===== config.mk =====
export PLATFORM = sky130hd
export DESIGN_NAME = i2s_rx_deser_flat
export DESIGN_NICKNAME = d
export VERILOG_FILES = /design/src/rtl/i2s_pkg.sv /design/src/rtl/i2s_rx_deser_if.sv /design/src/rtl/i2s_rx_shifter.sv /design/src/rtl/i2s_rx_deser.sv /design/src/flat_wrapper.sv
export SDC_FILE = /design/constraint.sdc
export NUM_CORES = 1
export LEC_CHECK = 0
export ABC_AREA = 0
export CORE_MARGIN = 1.5
export CORE_UTILIZATION = 45
export CTS_CLUSTER_DIAMETER = 50
export CTS_CLUSTER_SIZE = 8
export DETAILED_ROUTE_END_ITERATION = 6
export PLACE_DENSITY = 0.66
export SETUP_SLACK_MARGIN = 0.15
export SLEW_MARGIN = 10
export SYNTH_ARGS = -nofsm -noshare
export SYNTH_HDL_FRONTEND = slang
export SYNTH_SLANG_ARGS = --single-unit
export TNS_END_PERCENT = 5

===== constraint.sdc =====
create_clock -name sck_i -period 4.9 [get_ports sck_i]
set_input_delay 0.98 -clock sck_i [delete_from_list [all_inputs] [get_ports sck_i]]
set_output_delay 0.98 -clock sck_i [all_outputs]
set_load 0.01 [all_outputs]

===== src/rtl/i2s_pkg.sv =====
// i2s_pkg -- shared types and constants for the I2S/TDM receive deserialiser.
//   i2s_state_e : receiver FSM states (IDLE, SYNC, RUN)
//   bit_idx_t   : index of a bit within a word (0..I2S_MAX_BITS-1)
//   word_idx_t  : index of a word within a WS half-frame (0..I2S_MAX_WORDS-1)
//   size_mask() : mask keeping bits [size:0] of a word
package i2s_pkg;

  localparam int I2S_MAX_BITS  = 32;
  localparam int I2S_MAX_WORDS = 16;

  typedef logic [$clog2(I2S_MAX_BITS)-1:0]  bit_idx_t;
  typedef logic [$clog2(I2S_MAX_WORDS)-1:0] word_idx_t;

  typedef enum logic [1:0] {
    IDLE,
    SYNC,
    RUN
  } i2s_state_e;

  // size is "bits per word minus 1"; bits above it are forced to zero.
  function automatic logic [I2S_MAX_BITS-1:0] size_mask(input bit_idx_t size);
    return {I2S_MAX_BITS{1'b1}} >> (bit_idx_t'(I2S_MAX_BITS - 1) - size);
  endfunction

endpackage


===== src/rtl/i2s_rx_deser_if.sv =====
// i2s_rx_deser_if -- received-word handshake between the deserialiser and its consumer.
//   data_o       : received word, right-justified
//   data_ch_o    : {WS half (0 = WS low), word index within the half}
//   data_valid_o : word available, held until accepted
//   data_ready_i : consumer accepts the word on a posedge where valid is high
// master = deserialiser side, slave = consumer side.
interface i2s_rx_deser_if;
  import i2s_pkg::*;

  logic [I2S_MAX_BITS-1:0] data_o;
  logic [4:0]              data_ch_o;
  logic                    data_valid_o;
  logic                    data_ready_i;

  modport master (
    output data_o,
    output data_ch_o,
    output data_valid_o,
    input  data_ready_i
  );

  modport slave (
    input  data_o,
    input  data_ch_o,
    input  data_valid_o,
    output data_ready_i
  );

endinterface


===== src/rtl/i2s_rx_shifter.sv =====
// i2s_rx_shifter -- assembles serial bits into a word.
//   sck_i, rstn_i   : bit clock, async active-low reset
//   shift_en_i      : sample sd_i into the word this posedge
//   clr_i           : empty the assembly register this posedge (wins over shift)
//   lsb_first_i     : 1 = bit_idx_i selects the destination bit, 0 = shift in from the LSB
//   bit_idx_i       : position of the current bit within the word
//   data_size_i     : bits per word minus 1
//   sd_i            : serial data
//   word_o          : word including the bit on sd_i this cycle, bits above data_size_i zeroed
module i2s_rx_shifter
  import i2s_pkg::*;
(
  input  logic                    sck_i,
  input  logic                    rstn_i,
  input  logic                    shift_en_i,
  input  logic                    clr_i,
  input  logic                    lsb_first_i,
  input  bit_idx_t                bit_idx_i,
  input  bit_idx_t                data_size_i,
  input  logic                    sd_i,
  output logic [I2S_MAX_BITS-1:0] word_o
);

  logic [I2S_MAX_BITS-1:0] shreg_q;
  logic [I2S_MAX_BITS-1:0] shreg_nxt;

  // word_o is combinational so the top can capture the word on the same
  // posedge that samples its final bit.
  always_comb begin
    // NOTE: assign the default before any branch so no path leaves
    // shreg_nxt unassigned; otherwise synthesis infers a latch.
    shreg_nxt = shreg_q;
    if (lsb_first_i) begin
      shreg_nxt[bit_idx_i] = sd_i;
    end else begin
      shreg_nxt = {shreg_q[I2S_MAX_BITS-2:0], sd_i};
    end
    word_o = shreg_nxt & size_mask(data_size_i);
  end

  // NOTE: shreg is an ordinary register rather than a memory array, so it
  // takes the asynchronous reset like every other flop.
  always_ff @(posedge sck_i or negedge rstn_i) begin
    if (!rstn_i) begin
      shreg_q <= '0;
    end else if (clr_i) begin
      shreg_q <= '0;
    end else if (shift_en_i) begin
      shreg_q <= shreg_nxt;
    end
  end

endmodule


===== src/rtl/i2s_rx_deser.sv =====
// i2s_rx_deser -- I2S / TDM serial receiver with ready/valid word output.
//   sck_i, rstn_i     : bit clock (all state on posedge), async active-low reset
//   cfg_en_i          : receiver enable; low forces IDLE and drops any partial word
//   cfg_lsb_first_i   : 1 = first received bit is the LSB
//   cfg_data_size_i   : bits per word minus 1
//   cfg_word_num_i    : words per WS half-frame minus 1
//   cfg_clr_i         : clears the sticky flags (a same-cycle set wins)
//   ws_i, sd_i        : word select (changes on negedge) and serial data
//   out_if            : data / channel / valid / ready handshake
//   overflow_o        : sticky, a completed word was dropped while the output was full
//   frame_err_o       : sticky, WS changed at a position other than the end of a half-frame
module i2s_rx_deser
  import i2s_pkg::*;
(
  input  logic                  sck_i,
  input  logic                  rstn_i,
  input  logic                  cfg_en_i,
  input  logic                  cfg_lsb_first_i,
  input  logic [4:0]            cfg_data_size_i,
  input  logic [3:0]            cfg_word_num_i,
  input  logic                  cfg_clr_i,
  input  logic                  ws_i,
  input  logic                  sd_i,
  i2s_rx_deser_if.master        out_if,
  output logic                  overflow_o,
  output logic                  frame_err_o
);

  i2s_state_e              state_q;
  logic                    r_ws_q;
  bit_idx_t                bit_cnt_q;
  word_idx_t               word_cnt_q;
  logic [I2S_MAX_BITS-1:0] data_q;
  logic [4:0]              ch_q;
  logic                    valid_q;
  logic                    ovf_q;
  logic                    ferr_q;
  logic [I2S_MAX_BITS-1:0] word;

  logic ws_edge, in_run, last_bit, last_word;
  logic frame_bad, word_done, load_word, drop_word;

  assign ws_edge   = ws_i ^ r_ws_q;
  assign in_run    = (state_q == RUN) && cfg_en_i;
  assign last_bit  = (bit_cnt_q == cfg_data_size_i);
  assign last_word = (word_cnt_q == cfg_word_num_i);

  // WS leads data by one bit, so the only legal WS edge is the posedge that
  // samples the final bit of the final word of the half-frame.
  assign frame_bad = in_run && ws_edge && !(last_bit && last_word);
  assign word_done = in_run && last_bit && !frame_bad;
  assign load_word = word_done && (!valid_q || out_if.data_ready_i);
  assign drop_word = word_done && valid_q && !out_if.data_ready_i;

  i2s_rx_shifter u_shifter (
    .sck_i       (sck_i),
    .rstn_i      (rstn_i),
    .shift_en_i  (in_run),
    .clr_i       (!in_run || word_done || frame_bad),
    .lsb_first_i (cfg_lsb_first_i),
    .bit_idx_i   (bit_cnt_q),
    .data_size_i (cfg_data_size_i),
    .sd_i        (sd_i),
    .word_o      (word)
  );

  // NOTE: every register here is assigned with <= so all of them see the
  // pre-edge values of each other, independent of statement order.
  always_ff @(posedge sck_i or negedge rstn_i) begin
    if (!rstn_i) begin
      state_q    <= IDLE;
      r_ws_q     <= 1'b0;
      bit_cnt_q  <= '0;
      word_cnt_q <= '0;
      data_q     <= '0;
      ch_q       <= '0;
      valid_q    <= 1'b0;
      ovf_q      <= 1'b0;
      ferr_q     <= 1'b0;
    end else begin
      r_ws_q <= ws_i;

      if (drop_word)      ovf_q <= 1'b1;
      else if (cfg_clr_i) ovf_q <= 1'b0;

      if (frame_bad)      ferr_q <= 1'b1;
      else if (cfg_clr_i) ferr_q <= 1'b0;

      if (!cfg_en_i) begin
        state_q    <= IDLE;
        bit_cnt_q  <= '0;
        word_cnt_q <= '0;
        valid_q    <= 1'b0;
      end else begin
        case (state_q)
          IDLE: begin
            state_q    <= SYNC;
            bit_cnt_q  <= '0;
            word_cnt_q <= '0;
          end
          SYNC: begin
            // The bit sampled with the WS edge belongs to the previous frame.
            if (ws_edge) state_q <= RUN;
            bit_cnt_q  <= '0;
            word_cnt_q <= '0;
          end
          RUN: begin
            // A misplaced WS edge restarts reception exactly as a SYNC lock would.
            if (frame_bad) begin
              bit_cnt_q  <= '0;
              word_cnt_q <= '0;
            end else if (last_bit) begin
              bit_cnt_q  <= '0;
              word_cnt_q <= last_word ? '0 : word_cnt_q + word_idx_t'(1);
            end else begin
              bit_cnt_q  <= bit_cnt_q + bit_idx_t'(1);
            end
          end
          default: state_q <= IDLE;
        endcase

        if (load_word) begin
          data_q  <= word;
          ch_q    <= {r_ws_q, word_cnt_q};
          valid_q <= 1'b1;
        end else if (valid_q && out_if.data_ready_i) begin
          valid_q <= 1'b0;
        end
      end
    end
  end

  assign out_if.data_o       = data_q;
  assign out_if.data_ch_o    = ch_q;
  assign out_if.data_valid_o = valid_q;
  assign overflow_o          = ovf_q;
  assign frame_err_o         = ferr_q;

endmodule


===== src/flat_wrapper.sv =====
// flat-port wrapper written by rule: the top's interface ports become plain ports
module i2s_rx_deser_flat import i2s_pkg::*;
  (sck_i, rstn_i, cfg_en_i, cfg_lsb_first_i, cfg_data_size_i, cfg_word_num_i, cfg_clr_i, ws_i, sd_i, overflow_o, frame_err_o, out_if_data_o, out_if_data_ch_o, out_if_data_valid_o, out_if_data_ready_i);
  i2s_rx_deser_if out_if_i ();
  input  logic sck_i;
  input  logic rstn_i;
  input  logic cfg_en_i;
  input  logic cfg_lsb_first_i;
  input  logic [4:0] cfg_data_size_i;
  input  logic [3:0] cfg_word_num_i;
  input  logic cfg_clr_i;
  input  logic ws_i;
  input  logic sd_i;
  output logic overflow_o;
  output logic frame_err_o;
  output wire logic [$bits(out_if_i.data_o)-1:0] out_if_data_o;
  output wire logic [$bits(out_if_i.data_ch_o)-1:0] out_if_data_ch_o;
  output wire logic [$bits(out_if_i.data_valid_o)-1:0] out_if_data_valid_o;
  input wire logic [$bits(out_if_i.data_ready_i)-1:0] out_if_data_ready_i;
  assign out_if_data_o = out_if_i.data_o;
  assign out_if_data_ch_o = out_if_i.data_ch_o;
  assign out_if_data_valid_o = out_if_i.data_valid_o;
  assign out_if_i.data_ready_i = out_if_data_ready_i;
  i2s_rx_deser u_core (.sck_i(sck_i), .rstn_i(rstn_i), .cfg_en_i(cfg_en_i), .cfg_lsb_first_i(cfg_lsb_first_i), .cfg_data_size_i(cfg_data_size_i), .cfg_word_num_i(cfg_word_num_i), .cfg_clr_i(cfg_clr_i), .ws_i(ws_i), .sd_i(sd_i), .out_if(out_if_i), .overflow_o(overflow_o), .frame_err_o(frame_err_o));
endmodule

=== Yosys cells after proc, flatten, opt, wreduce, memory -nomap -nowiden ===
Index checks and enable logic that the tools add are counted.

* Divide/modulo/power cells: 0
* Multipliers: 0
* Bitwise operators: 2
* $lt $le $gt $ge: 2
* Add/sub/neg operators: 3
* Muxes and demuxes: 24
* Shifts and indexed selects: 1
* Reduce and logical (&&, ||, !) cells: 27
* Eq/ne operators: 9

{| class="wikitable"
|+ Operators with widths
! operator !! number
|-
| $mux W32 || 3
|-
| $and A32 B32 Y32 || 1
|-
| $bwmux W32 || 1
|-
| $shr A32 B5 Y32 const A || 1
|-
| $mux W4 || 4
|-
| $mux W5 || 3
|-
| $logic_and A1 B1 Y1 || 11
|-
| $pmux W5 S2 || 1
|-
| $pmux W4 S2 || 1
|-
| $mux W1 || 7
|-
| $lt A5 B6 Y1 const B || 1
|-
| $ne A3 B2 Y1 const B || 2
|-
| $pmux W2 S3 || 1
|-
| $reduce_and A2 Y1 || 3
|-
| $reduce_bool A2 Y1 || 3
|-
| $add A5 B1 Y5 const B || 1
|-
| $demux W1 S5 || 1
|-
| $eq A5 B5 Y1 || 1
|-
| $ge A5 B1 Y1 const B || 1
|-
| $logic_not A1 Y1 || 5
|-
| $sub A5 B5 Y5 const A || 1
|-
| $add A4 B1 Y4 const B || 1
|-
| $eq A4 B4 Y1 || 1
|-
| $mux W2 || 2
|-
| other kinds (9) || 11
|}

* Memories kept: 0
* Latch bits: 0
* Bits in read-only memories: 0
* Logic and storage cells: 78
* Output and inout bits: 40
* Flip-flop bits (word level): 84
* Memory bits (writable): 0

=== Depth between registers and ports, before layout ===
Gate-level depths: netlist of run 1.

* Depth after elaboration: 9
* Mapped depth: 7

=== Modules after synthesis ===
Synthesis of run 1 repeated with hierarchy kept, for this count alone.

* Cells, all modules: 533
* Area total of the unflattened synthesis: 5131.2 um2

{| class="wikitable"
|+ By module, submodules not included
! module !! cells each !! times used !! area each (um2) !! seq. area each (um2)
|-
| i2s_rx_shifter || 366 || 1 || 2751.4 || 800.8
|-
| i2s_rx_deser || 167 || 1 || 2379.8 || 1301.2
|}

=== Least setup slack after synthesis of run 1 ===
OpenSTA, ideal clock, no wires.

* Path type: input port to flip-flop
* Start: input cfg_data_size_i[3]
* End: register u_core.data_q[10] (netlist: u_core.out_if.data_o[10])
* Stages on the path: 6
* Setup time: 125 ps
* Slack: 2284 ps
* Arrival time: 2490 ps
* Path buffers: 2
* Data required time: 4775 ps
* Cell sequence: buf_2 xnor2_2 nand3_2 nor4_4 buf_6 mux2_4

* Cells in the longest elaborated chain, start to end: 8
* Elaborated cells between the ends (all ways): 12
* Classes of those cells: add/sub (1); eq/ne (1); shift (1); bitwise (1); reduce/logical (8)

{| class="wikitable"
|+ RTL lines
! what !! RTL line !! source
|-
| from (decl) || flat_wrapper.sv:9 || <nowiki>input logic [4:0] cfg_data_size_i;</nowiki>
|-
| branches (longest 8 deep; another with $sub A5 B5 Y5) || -- ||
|-
| to (signal assigned) || i2s_rx_deser.sv:123 || <nowiki>data_q <= word;</nowiki>
|-
| to (decl) || i2s_rx_deser.sv:33 || <nowiki>logic [I2S_MAX_BITS-1:0] data_q;</nowiki>
|}

Parallel ways; which one is timed is not known.
A chain may end at the register's enable or synchronous reset.

=== Worst setup path in the final report of run 1 ===
* Start: input cfg_data_size_i[1]
* End: register u_core.bit_cnt_q[3]

* Cells in the longest elaborated chain, start to end: 7
* Elaborated cells between the ends (all ways): 8
* Classes of those cells: eq/ne (1); mux (4); reduce/logical (3)

{| class="wikitable"
|+ RTL lines
! what !! RTL line !! source
|-
| $eq A5 B5 Y1 (*) || i2s_rx_deser.sv:45 || <nowiki>assign last_bit = (bit_cnt_q == cfg_data_size_i);</nowiki>
|-
| $logic_and A1 B1 Y1 || i2s_rx_deser.sv:50 || <nowiki>assign frame_bad = in_run && ws_edge && !(last_bit && last_word);</nowiki>
|-
| $logic_not A1 Y1 || i2s_rx_deser.sv:50 ||
|-
| $logic_and A1 B1 Y1 || i2s_rx_deser.sv:50 ||
|-
| $mux W5 (*) || i2s_rx_deser.sv:109 || <nowiki>if (frame_bad) begin</nowiki>
|-
| $pmux W5 S2 (*) || i2s_rx_deser.sv:95 || <nowiki>case (state_q)</nowiki>
|-
| $mux W5 (*) || i2s_rx_deser.sv:89 || <nowiki>if (!cfg_en_i) begin</nowiki>
|-
| to (signal assigned) || i2s_rx_deser.sv:116 || <nowiki>bit_cnt_q <= bit_cnt_q + bit_idx_t'(1);</nowiki>
|-
| to (decl) || i2s_rx_deser.sv:31 || <nowiki>bit_idx_t bit_cnt_q;</nowiki>
|}

Every way passes the cells marked *; elsewhere a longest branch is shown, timed or not.

==> results_dict.tcl, run 1 <==
set metrics [dict create \
    netlist_top_cells_area "dfrtp_1, mux2_4, a211oi_1" \
    crit_fanout 21 \
    power.switching_uw 339 \
    cp_data_required_time_ns 5.13 \
    worst_skew_pair.late_latency_ns 0.36 \
    powerDensity_nw_per_um2 227 \
    hold_viol_final 0 \
    die_h_microns 106 \
    cts_root_buffer "clkbuf_8" \
    synth_ff_type "dfrtp_1" \
    die_w_microns 106 \
    slew_violations 0 \
    syn_area_sq_um 4820 \
    start_util_pct 46.5 \
    cts_resized 0 \
    fmax_mhz 300 \
    min-delay-start "u_core.out_if.data_ch_o[2]" \
    yosysSeqAreaShare_pct 43.6 \
    dp_hpwl_mm 7.14 \
    hold_buffers 0 \
    busiest_layer "met2" \
    met3_usage_pct 3.49 \
    cap_violations 0 \
    wire_per_inst_microns 18.4 \
    netlist.area_leader.share_pct 43.6 \
    min_path_type "flop to flop" \
    yosysMostFrequentCell "dfrtp_1" \
    antenna_found_initial 0 \
    cts_buffers 9 \
    postSynthCellCount 442 \
    use_met1_pct 29.3 \
    yosysTopAreaCell "dfrtp_1" \
    num_vias 3659 \
    grt_usage_pct 20.7 \
    num_io_pins 57 \
    p_leak_uw 0.00226 \
    grt_pass1_wl_mm 18.6 \
    final_antenna_net_count 0 \
    clock_power_share_pct 34.4 \
    die_area_sq_um 11300 \
    htreeDepth 3 \
    synth.avg_cell_area_sq_um 10.9 \
    fin_crit_ns 3.34 \
    yosys_warnings 0 \
    end_kind "flop" \
    ys_seq_elements 84 \
    crit_type "input pin to flop" \
    synthArstFlopShare_pct 100 \
    cts_tree "yes" \
    placeableCoreArea_sq_um 10400 \
    drt-total-wl_mm 11.3 \
    r2r_slack_ns 2.40 \
    num_rows 37 \
    n_antenna_cell 0 \
    cts_setup_buffers 0 \
    drt-initial-drc-count 201 \
    syn2layout_area_growth_pct 15.1 \
    ir_drop_uv 126 \
    drive_gt1_share_pct 14.4 \
    rr_endpoint "u_core.bit_cnt_q[3]" \
    final_core_utilization_pct 53.5 \
    drc_errors 0 \
    grt.overflow.total 0 \
    pwr-share-seq_pct 55.9 \
    syn-num-nets 464 \
    gp_congestion 0.828 \
    ys_types 50 \
    tightest_slew_ns 1.07 \
    viasPerCell 5.96 \
    synthTopCellsByCount "dfrtp_1, a211oi_1, nor2_1, mux2i_1, mux2_4" \
    p_int_uw 919 \
    worst_setup_path_start_kind "input pin" \
    clock_sinks 84 \
    holdPathStages 1 \
    holdPathEnd "u_core.out_if.data_ch_o[2]" \
    setup_viol 0 \
    switching_share_pct 27.0 \
    drt_first_pass_iters 4 \
    grt_pass1_vias 3580 \
    post-route-period-util_pct 68.1 \
    nets 496 \
    rsz0062_at_grt "false" \
    cp.arrival_ns 3.57 \
    io_buffers 56 \
    synth_edf_count 0 \
    r2r-start "u_core.bit_cnt_q[2]" \
    relSlewSlack_pct 28.9 \
    outcome "finished, final reports clean" \
    grt_max_degree 85 \
    finalSetupTns_ns 0 \
    r2r_cells 6 \
    clk_pin_slew_ns 0.08 \
    grtUsageMet2_pct 32.2 \
    comb_power_share_pct 9.7 \
    finClkSkew_ns 0.0151 \
    clockBufferDepth 2 \
]
==> sequential cells by signal, indices dropped and copies added, names as in the netlist <==
| name | count |
|---|---|
| u_core.bit_cnt_q | 5 |
| u_core.frame_err_o | 1 |
| u_core.out_if.data_ch_o | 5 |
| u_core.out_if.data_o | 32 |
| u_core.out_if.data_valid_o | 1 |
| u_core.overflow_o | 1 |
| u_core.r_ws_q | 1 |
| u_core.state_q | 2 |
| u_core.u_shifter.shreg_q | 32 |
| u_core.word_cnt_q | 4 |
==> power groups by stage <==
stage	registers [uW]	logic, uW	clock network [uW]
finish	704	123	433
global route	705	135	470
detailed placement	717	123	0
floorplan	717	72.1	0
CTS	704	123	443
global placement	717	121	0
==> worst max path at each step <==
stage | from | to | depth (start not counted)
2_1_floorplan | cfg_data_size_i[3] | u_core.out_if.data_o[10] | 6
6_report | cfg_data_size_i[1] | u_core.bit_cnt_q[3] | 6
4_1_cts | cfg_data_size_i[2] | u_core.bit_cnt_q[3] | 6
3_3_place_gp | cfg_data_size_i[4] | u_core.bit_cnt_q[3] | 6
3_5_place_dp | cfg_data_size_i[2] | u_core.bit_cnt_q[3] | 6
5_1_grt | cfg_data_size_i[2] | u_core.bit_cnt_q[3] | 6
==> cell type report <==
type / instances / area [sq um]
Tap cell: 136 / 170
Fill cell: 924 / 4820
Multi-Input combinational cell: 300 / 2440
Clock buffer: 10 / 128
Sequential cell: 84 / 2100
Inverter: 14 / 52.6
Timing Repair Buffer: 65 / 621
Clock inverter: 5 / 30.0
==> cell families after synthesis <==
kind of cell | Yosys count | synth area share [%]
adders and majority gates | 5 | 1.30
muxes | 71 | 18.0
xor gates and xnor gates | 11 | 2.31
buffers and inverters | 58 | 5.71
DFF | 84 | 43.6
AOI/OAI and AO/OA | 104 | 15.4
and+or+nand+nor | 109 | 13.7
==> critical path: stages <==
cell and delay, ns:
clkdlybuf4s50_1 0.73, xnor2_1 0.36, nand2_1 0.29, o21ai_2 0.66, buf_4 0.40, o211ai_1 0.14
==> cells in the final DEF, fill, tap and decap left out, types with 2 or more instances in the layout <==
cell             count
nand2_1             12
o2111ai_1            3
a221oi_1             9
a21oi_1             11
nor4bb_1            12
and2_1               2
buf_4               10
nor4b_1              3
a211oi_1            46
mux2_2               8
nand3_1             11
inv_1               13
o221ai_1             2
xnor2_2              2
o22ai_1              7
or2_2                2
nand4b_1            12
dfrtp_1             84
or3_1                3
mux2_4              29
xnor2_1              8
clkinv_2             3
nand2b_1             3
nor2_1              36
clkbuf_8             9
o2bb2ai_1            2
clkdlybuf4s50_1     54
nand4_1              5
o211ai_1             3
clkinvlp_4           2
ha_1                 5
a2111oi_0            2
o21ai_0             11
mux2i_1             34
==> per-stage QoR <==
step                total power [uW]  std cells  setup slack, ns  cell area, sq um  hold WS [ns]
global route                    1310        614             1.34              5550         0.531
CTS                             1270        614             1.60              5550         0.518
detailed placement               840        599             1.22              5390         0.493
finish                          1260        614             1.56              5550         0.511
global placement                 838        599             1.30              5390         0.491
floorplan                        789        442             2.28              4820         0.484
==> per-layer routing <==
metal  wire (microns)  vias to the layer above
met3              489                       19
met4              237                        0
met2             5410                       91
met5                0                        -
li1                 -                     1716
met1             5160                     1833
Note: power is estimated with default switching activity, not from simulation.
==> run 2: changes to the inputs <==
Clock period 4.9 ns to 3.34 ns, I/O delays scaled along.
==> results_dict.tcl, run 2 (synthesis results as in run 1) <==
set metrics [dict create \
    grt_pass1_wl_mm 19.1 \
    slew_violations 0 \
    syn2layout_area_growth_pct 15.7 \
    seqCellArea_sq_um 2100 \
    num_rows 37 \
    clock_power_share_pct 33.3 \
    cts_resized 0 \
    cts_buffers 9 \
    num_vias 3701 \
    hold_buffers 0 \
    wl_met2_mm 5.44 \
    drt-total-wl_mm 11.6 \
    relSlewSlack_pct 28.2 \
    htreeDepth 3 \
    cp_data_required_time_ns 3.58 \
    worst_skew_pair.late_latency_ns 0.35 \
    most-common-layout-cells "dfrtp_1, clkdlybuf4s50_1, a211oi_1" \
    rsz0062_at_grt "false" \
    drive_gt1_share_pct 15.0 \
    grt_max_degree 85 \
    crit_type "input pin to flop" \
    io_buffers 56 \
    setup_viol 0 \
    cts_root_buffer "clkbuf_8" \
    num_io_pins 57 \
    dp.cells 603 \
    ir_drop_uv 189 \
    pwr-share-seq_pct 56.5 \
    grt_pass1_vias 3701 \
    cp.arrival_ns 2.76 \
    final_common_cell "dfrtp_1" \
    clock_sinks 84 \
    fmax_mhz 397 \
    cp_cell_sequence "clkdlybuf4s50_1 > xnor2_1 > nand3_2 > nor4_4 > buf_12 > mux2_2" \
    post_dp_cell_area_sq_um 5430 \
    end_kind "flop" \
    highest_layer "met4" \
    cts_setup_buffers 0 \
    start_util_pct 46.5 \
    grt_usage_pct 21.2 \
    clk_pin_slew_ns 0.08 \
    cts_tree "yes" \
    fin_area_sq_um 5580 \
    critical_path.endpoint "u_core.out_if.data_ch_o[0]" \
    gp_congestion 0.801 \
    outcome "finished, final reports clean" \
    wl_met1_mm 5.37 \
    min_path_type "input pin to async pin" \
    r2r_slack_ns 1.12 \
    tightest_slew_ns 1.08 \
    fin_crit_ns 2.52 \
    finClkSkew_ns 0.00684 \
    cap_violations 0 \
    die_h_microns 106 \
    fin_cells 616 \
    die_w_microns 106 \
    wire_per_inst_microns 18.8 \
    post-route-period-util_pct 75.4 \
    antenna_found_initial 0 \
    wl_met3_microns 614 \
    clockBufferDepth 2 \
    drc_errors 0 \
    finalSetupTns_ns 0 \
    drt-initial-drc-count 205 \
    die_area_sq_um 11300 \
    placement.setup.worst_slack_ns 0.439 \
    nets 500 \
    crit_cells 6 \
    p_leak_uw 0.00228 \
    crit_slowest_cell "clkdlybuf4s50_1" \
    multi_input_area_sq_um 2440 \
    final_antenna_net_count 0 \
    critPathTopFamily "buffers and inverters" \
    p_int_uw 1340 \
    grt.overflow.total 0 \
    worst_setup_path_start_kind "input pin" \
    r2r_cells 6 \
    crit_fanout 37 \
    dp_hpwl_mm 7.12 \
    placeableCoreArea_sq_um 10400 \
    drt_first_pass_iters 5 \
    holdWs_ns 0.511 \
    power.switching_uw 484 \
    crit_start "cfg_data_size_i[0]" \
    rr_endpoint "u_core.out_if.data_o[8]" \
    switching_share_pct 26.5 \
    worst-path-buf-inv 2 \
    max_stage_delay_ns 0.59 \
    n_antenna_cell 0 \
    powerDensity_nw_per_um2 328 \
    fillCellCount 922 \
    viasPerCell 6.01 \
    r2r-start "u_core.bit_cnt_q[1]" \
    finalWorstSetupSlack_ns 0.820 \
    comb_power_share_pct 10.2 \
    hold_viol_final 0 \
]
## run 2: cell type report
cell class                      count  share of cell area [%]
Multi-Input combinational cell    300                    43.8
Sequential cell                    84                    37.7
Timing Repair Buffer               69                    11.9
Tap cell                          136                    3.05
Clock buffer                        9                    2.22
Inverter                           14                   0.943
Clock inverter                      4                   0.359
## run 2: routing by layer
| layer | vias up | GRT usage, % |
|---|---|---|
| met4 | 0 | 5.24 |
| met3 | 13 | 4.11 |
| met2 | 111 | 32.9 |
| li1 | 1718 | - |
| met1 | 1859 | 30.6 |
| met5 | - | 0 |
## run 2: worst min path at each step
stage | end | start | slack, ns | depth (start not counted)
6_report | u_core.out_if.data_o[29] | rstn_i | 0.51 | 1
2_1_floorplan | u_core.bit_cnt_q[0] | rstn_i | 0.37 | 0
3_5_place_dp | u_core.out_if.data_o[19] | u_core.out_if.data_o[19] | 0.49 | 1
5_1_grt | u_core.out_if.data_o[20] | u_core.out_if.data_o[20] | 0.53 | 1
4_1_cts | u_core.out_if.data_o[4] | u_core.out_if.data_o[4] | 0.52 | 1
3_3_place_gp | u_core.out_if.data_ch_o[2] | u_core.out_if.data_ch_o[2] | 0.49 | 1
## run 2: worst register-to-register path: cells and delay by family, from the launching register on
| kind | cells | cell delay [ns] |
|---|---|---|
| mux | 2 | 0.56 |
| buf+inv | 1 | 0.14 |
| flops | 1 | 0.46 |
| compound gates | 1 | 0.13 |
| fa+ha+maj | 1 | 0.42 |
| simple gates | 1 | 0.41 |
## run 2: per-stage QoR
stage	power [uW]	utilization [%]
finish	1830	53.8
CTS	1840	53.8
floorplan	1160	-
global placement	1240	52.4
global route	1900	53.8
detailed placement	1240	52.4
## run 2: power groups by stage
| stage | clock network (uW) | logic (uW) | registers (uW) |
|---|---|---|---|
| after CTS | 619 | 187 | 1030 |
| after global routing | 662 | 206 | 1030 |
| after floorplan | 0 | 106 | 1050 |
| after detailed placement | 0 | 186 | 1050 |
| after global placement | 0 | 184 | 1050 |
| final | 609 | 186 | 1030 |
==> run 3: changes to the inputs <==
Settings changed: PLACE_DENSITY 0.66 to 0.69.
Clock period 3.34 ns to 2.27 ns, I/O delays scaled along.
==> results_dict.tcl, run 3 (synthesis results as in run 1) <==
set metrics [dict create \
    slew_violations 0 \
    n_antenna_cell 0 \
    hold_viol_final 0 \
    grt_pass1_vias 3782 \
    fin_area_sq_um 5880 \
    grt.overflow.total 0 \
    relSlewSlack_pct 59.8 \
    dp.cells 623 \
    nets 520 \
    grt_pass1_wl_mm 19.1 \
    ir_drop_uv 296 \
    outcome "finished, final reports clean" \
    num_io_pins 57 \
    final_common_cell "dfrtp_1" \
    cp_data_required_time_ns 2.51 \
    fmax_mhz 468 \
    powerDensity_nw_per_um2 484 \
    most-common-layout-cells "dfrtp_1, clkdlybuf4s50_1, a211oi_1" \
    die_area_sq_um 11300 \
    viasPerCell 5.86 \
    placeableCoreArea_sq_um 10400 \
    dp_hpwl_mm 7.64 \
    die_w_microns 106 \
    drt_first_pass_iters 4 \
    worst_setup_path_start_kind "flop" \
    fin_cells 639 \
    grt_max_degree 57 \
    grt_usage_pct 21.4 \
    clock_sinks 84 \
    cap_violations 0 \
    cts_setup_buffers 0 \
    final_antenna_net_count 0 \
    fin_crit_ns 2.14 \
    io_buffers 56 \
    die_h_microns 106 \
    cts_tree "yes" \
    cts_buffers 9 \
    final_core_utilization_pct 56.7 \
    post_dp_cell_area_sq_um 5670 \
    num_rows 37 \
    start_util_pct 46.5 \
    crit_type "flop to flop" \
    cp.arrival_ns 2.38 \
    post-route-period-util_pct 94.1 \
    num_vias 3743 \
    drive_gt1_share_pct 19.5 \
    htreeDepth 3 \
    worst_skew_pair.late_latency_ns 0.35 \
    wire_per_inst_microns 17.9 \
    drt-initial-drc-count 150 \
    drc_errors 0 \
    finClkSkew_ns 0.00620 \
    syn2layout_area_growth_pct 22.1 \
    drt-total-wl_mm 11.4 \
    min_path_type "input pin to async pin" \
    antenna_found_initial 0 \
    clockBufferDepth 2 \
    power_uw 2850 \
    gp_congestion 0.790 \
    setup_viol 0 \
    tightest_slew_ns 0.588 \
    crit_fanout 8 \
    end_kind "flop" \
    clk_pin_slew_ns 0.08 \
    rsz0062_at_grt "true" \
    p_leak_uw 0.00242 \
    cts_root_buffer "clkbuf_8" \
]
[run 3: critical path, cell delays in order, from the launching register on]
cell	delay, ns
dfrtp_1	0.47
inv_1	0.12
ha_1	0.15
buf_4	0.18
nor4bb_1	0.36
mux2i_1	0.32
a221oi_1	0.15
mux2_4	0.28
[run 3: routing by layer]
layer | wire length [microns] | global-route usage, %
met2 | 5440 | 34.8
met4 | 144 | 5.90
met5 | 0 | 0
met1 | 5220 | 29.0
met3 | 646 | 4.48
[run 3: cell type report]
type                            count  area [sq um]
Timing Repair Buffer               89           901
Tap cell                          136           170
Inverter                           14          52.6
Multi-Input combinational cell    300          2470
Clock buffer                       13           169
Clock inverter                      3          20.0
Fill cell                         919          4490
Sequential cell                    84          2100
[run 3: metrics by stage]
step                hold slack, ns  setup TNS (ns)  setup slack (ns)
global placement             0.409           -4.94            -0.150
finish                      0.0164               0             0.135
global route                0.0280               0            0.0567
CTS                         0.0160               0             0.152
floorplan                    0.158               0             0.180
detailed placement           0.409           -6.31            -0.195
[run 3: final timing paths]
path,from,end,slack (ns),cells after the start
worst min register to register,u_core.out_if.data_ch_o[1],u_core.out_if.data_ch_o[1],0.51,1
worst min-delay path,rstn_i,u_core.out_if.data_o[25],0.02,1
worst max-delay path,u_core.bit_cnt_q[0],u_core.out_if.data_o[6],0.13,7
max in group asynchronous,rstn_i,u_core.u_shifter.shreg_q[5],1.63,2
min in group sck_i,u_core.out_if.data_ch_o[1],u_core.out_if.data_ch_o[1],0.51,1
worst max register to register,u_core.bit_cnt_q[0],u_core.out_if.data_o[6],0.13,7
[run 3: power breakdown]
part / switching, uW / internal (uW)
sequential: 11.6 / 1510
combinational: 181 / 121
clock: 540 / 487
[run 3: timing repair]
action / 4_1_cts / 5_1_grt
gates resized for setup: 0 / 5
setup endpoints to repair: 0 / 35
hold buffers: 0 / 0
==> edit (flow settings as in run 3) <==
Re-encode `i2s_state_e` (3 states) as one-hot, 3 bits wide.
--- a/src/rtl/i2s_pkg.sv
+++ b/src/rtl/i2s_pkg.sv
@@ -11,10 +11,10 @@
   typedef logic [$clog2(I2S_MAX_BITS)-1:0]  bit_idx_t;
   typedef logic [$clog2(I2S_MAX_WORDS)-1:0] word_idx_t;
 
-  typedef enum logic [1:0] {
-    IDLE,
-    SYNC,
-    RUN
+  typedef enum logic [2:0] {
+    IDLE = 3'b001,
+    SYNC = 3'b010,
+    RUN  = 3'b100
   } i2s_state_e;
 
   // size is "bits per word minus 1"; bits above it are forced to zero.
Function: no difference found for any inputs over 4 cycles, from zero or initial values and one cycle with rstn_i low; so few cycles prove little.
==> edit against run 3 <==
The flow now finishes with violations (negative setup slack); clock skew rose by 2.7 ps; worst setup slack worse by 190 ps; core utilization is 1.0 points higher; total power up 11%; cell area is 0.94% higher; synthesized cell count grew 0.68%; first-iteration DRC count up 60%; sequential cell count grew 1; die area fell by 1.6%; synthesized area shrank 1.7%; non-clock buffer count grew 17; wire length increased by 2.4%; critical path type is now input pin to flop; largest power group unchanged.
==> edit: results <==
<?xml version="1.0" encoding="UTF-8"?>
<metrics>
  <group name="outcome">
    <metric name="status" unit="">finished with violations</metric>
    <metric name="violations" unit="">negative setup slack</metric>
  </group>
  <group name="power">
    <metric name="power_density" unit="nW/um^2">530</metric>
    <metric name="vdd_ir_drop_max" unit="mV">0.302</metric>
    <metric name="switching_share" unit="">0.251</metric>
    <metric name="total_leakage_power" unit="nW">2.55</metric>
  </group>
  <group name="placed_design">
    <metric name="dpl.hpwl" unit="mm">7.92</metric>
    <metric name="place_congestion" unit="">0.834</metric>
  </group>
  <group name="yosys">
    <metric name="yosys.cell_types.count" unit="">54</metric>
    <metric name="area_contributors_post_synth" unit="">sky130_fd_sc_hd__dfrtp_1, sky130_fd_sc_hd__mux2_2, sky130_fd_sc_hd__a211oi_1</metric>
    <metric name="synth_top_cells_by_count" unit="">sky130_fd_sc_hd__dfrtp_1, sky130_fd_sc_hd__a211oi_1, sky130_fd_sc_hd__clkbuf_1</metric>
    <metric name="synth_cells" unit="">445</metric>
  </group>
  <group name="layout">
    <metric name="seq_share" unit="">0.358</metric>
    <metric name="count_of_multi_input_combinational_gates" unit="">305</metric>
    <metric name="final-nonclk-buf-share" unit="">0.166</metric>
    <metric name="nets" unit="">540</metric>
    <metric name="drive_above_1_share" unit="">0.203</metric>
    <metric name="nNonClkBuffers" unit="">106</metric>
    <metric name="multi_input_combinational_cell_area" unit="sq um">2380</metric>
  </group>
  <group name="sta">
    <metric name="tns" unit="ps">-1240</metric>
    <metric name="final_setup_skew" unit="ps">8.88</metric>
    <metric name="slew_headroom" unit="">0.603</metric>
    <metric name="fin_worst_setup_slack" unit="ps">-52.3</metric>
    <metric name="setup-violations-final" unit="">36</metric>
  </group>
  <group name="cts">
    <metric name="clock_latency" unit="ps">370</metric>
    <metric name="cts_resized" unit="">2</metric>
    <metric name="numClockSinks" unit="">85</metric>
  </group>
  <group name="routing">
    <metric name="met2_wirelength" unit="mm">5.51</metric>
    <metric name="length_of_routed_met3_wiring" unit="um">525</metric>
    <metric name="drtIter0Drc" unit="">240</metric>
    <metric name="wl_per_cell" unit="um">17.8</metric>
    <metric name="drt-pass1-iter-count" unit="">5</metric>
    <metric name="wl_met1" unit="mm">5.42</metric>
  </group>
  <group name="worst_setup_path">
    <metric name="arrival" unit="ps">2580</metric>
    <metric name="critical_path.slowest_cell" unit="">sky130_fd_sc_hd__or4_4</metric>
    <metric name="path_max_fanout" unit="">37</metric>
    <metric name="critPathMaxStageDelay" unit="ps">520</metric>
  </group>
  <group name="global_route">
    <metric name="grtUsageMet1" unit="">0.303</metric>
    <metric name="grt_pass1_vias" unit="">4007</metric>
    <metric name="globalRouteTotalUtil" unit="">0.225</metric>
    <metric name="grt_start_max_net_pins" unit="">47</metric>
  </group>
  <group name="floorplan">
    <metric name="die_width" unit="um">106</metric>
  </group>
</metrics>
-- edit: kinds of logic after synthesis --
group | share of synthesized area
multiplexers | 0.155
AO/OA/AOI/OAI | 0.171
adder cells (fa/ha/maj) | 0.0132
buffers and inverters | 0.0483
flip-flops | 0.449
AND/OR/NAND/NOR | 0.139
XOR/XNOR | 0.0240
-- edit: power by group through the flow --
| stage | sequential, mW | clock (mW) | combinational [mW] |
|---|---|---|---|
| final | 1.56 | 1.23 | 0.359 |
| after global routing | 1.56 | 1.31 | 0.397 |
| after CTS | 1.56 | 1.25 | 0.362 |
| after detailed placement | 1.59 | 0 | 0.362 |
| after global placement | 1.58 | 0 | 0.358 |
| after floorplan | 1.57 | 0 | 0.212 |
-- edit: worst reg2reg max path: cells and delay by family (launching register included) --
family                 cells  cell delay (ps)
AND/OR/NAND/NOR            1              570
flip-flops                 1              410
multiplexers               1              390
AO/OA/AOI/OAI              1              360
buffers and inverters      1              270
XOR/XNOR                   1              170
-- edit: path summary, 6_finish.rpt --
check | slack (ps) | end | from | cells after the start
min reg2reg | 500 | u_core.out_if.data_o[30] | u_core.out_if.data_o[30] | 1
max | -50 | u_core.out_if.data_o[31] | cfg_word_num_i[1] | 6
min | 80 | u_core.out_if.data_valid_o | rstn_i | 1
max reg2reg | -10 | u_core.out_if.data_o[31] | u_core.word_cnt_q[3] | 5
min in group sck_i | 500 | u_core.out_if.data_o[30] | u_core.out_if.data_o[30] | 1
max in group asynchronous | 1560 | u_core.u_shifter.shreg_q[13] | rstn_i | 2
-- edit: stage by stage --
stage	worst slack, ps	power, mW
after floorplan	-185	1.78
after global placement	-452	1.94
after detailed placement	-507	1.95
after CTS	-53.6	3.17
after global routing	-146	3.27
final	-52.3	3.15
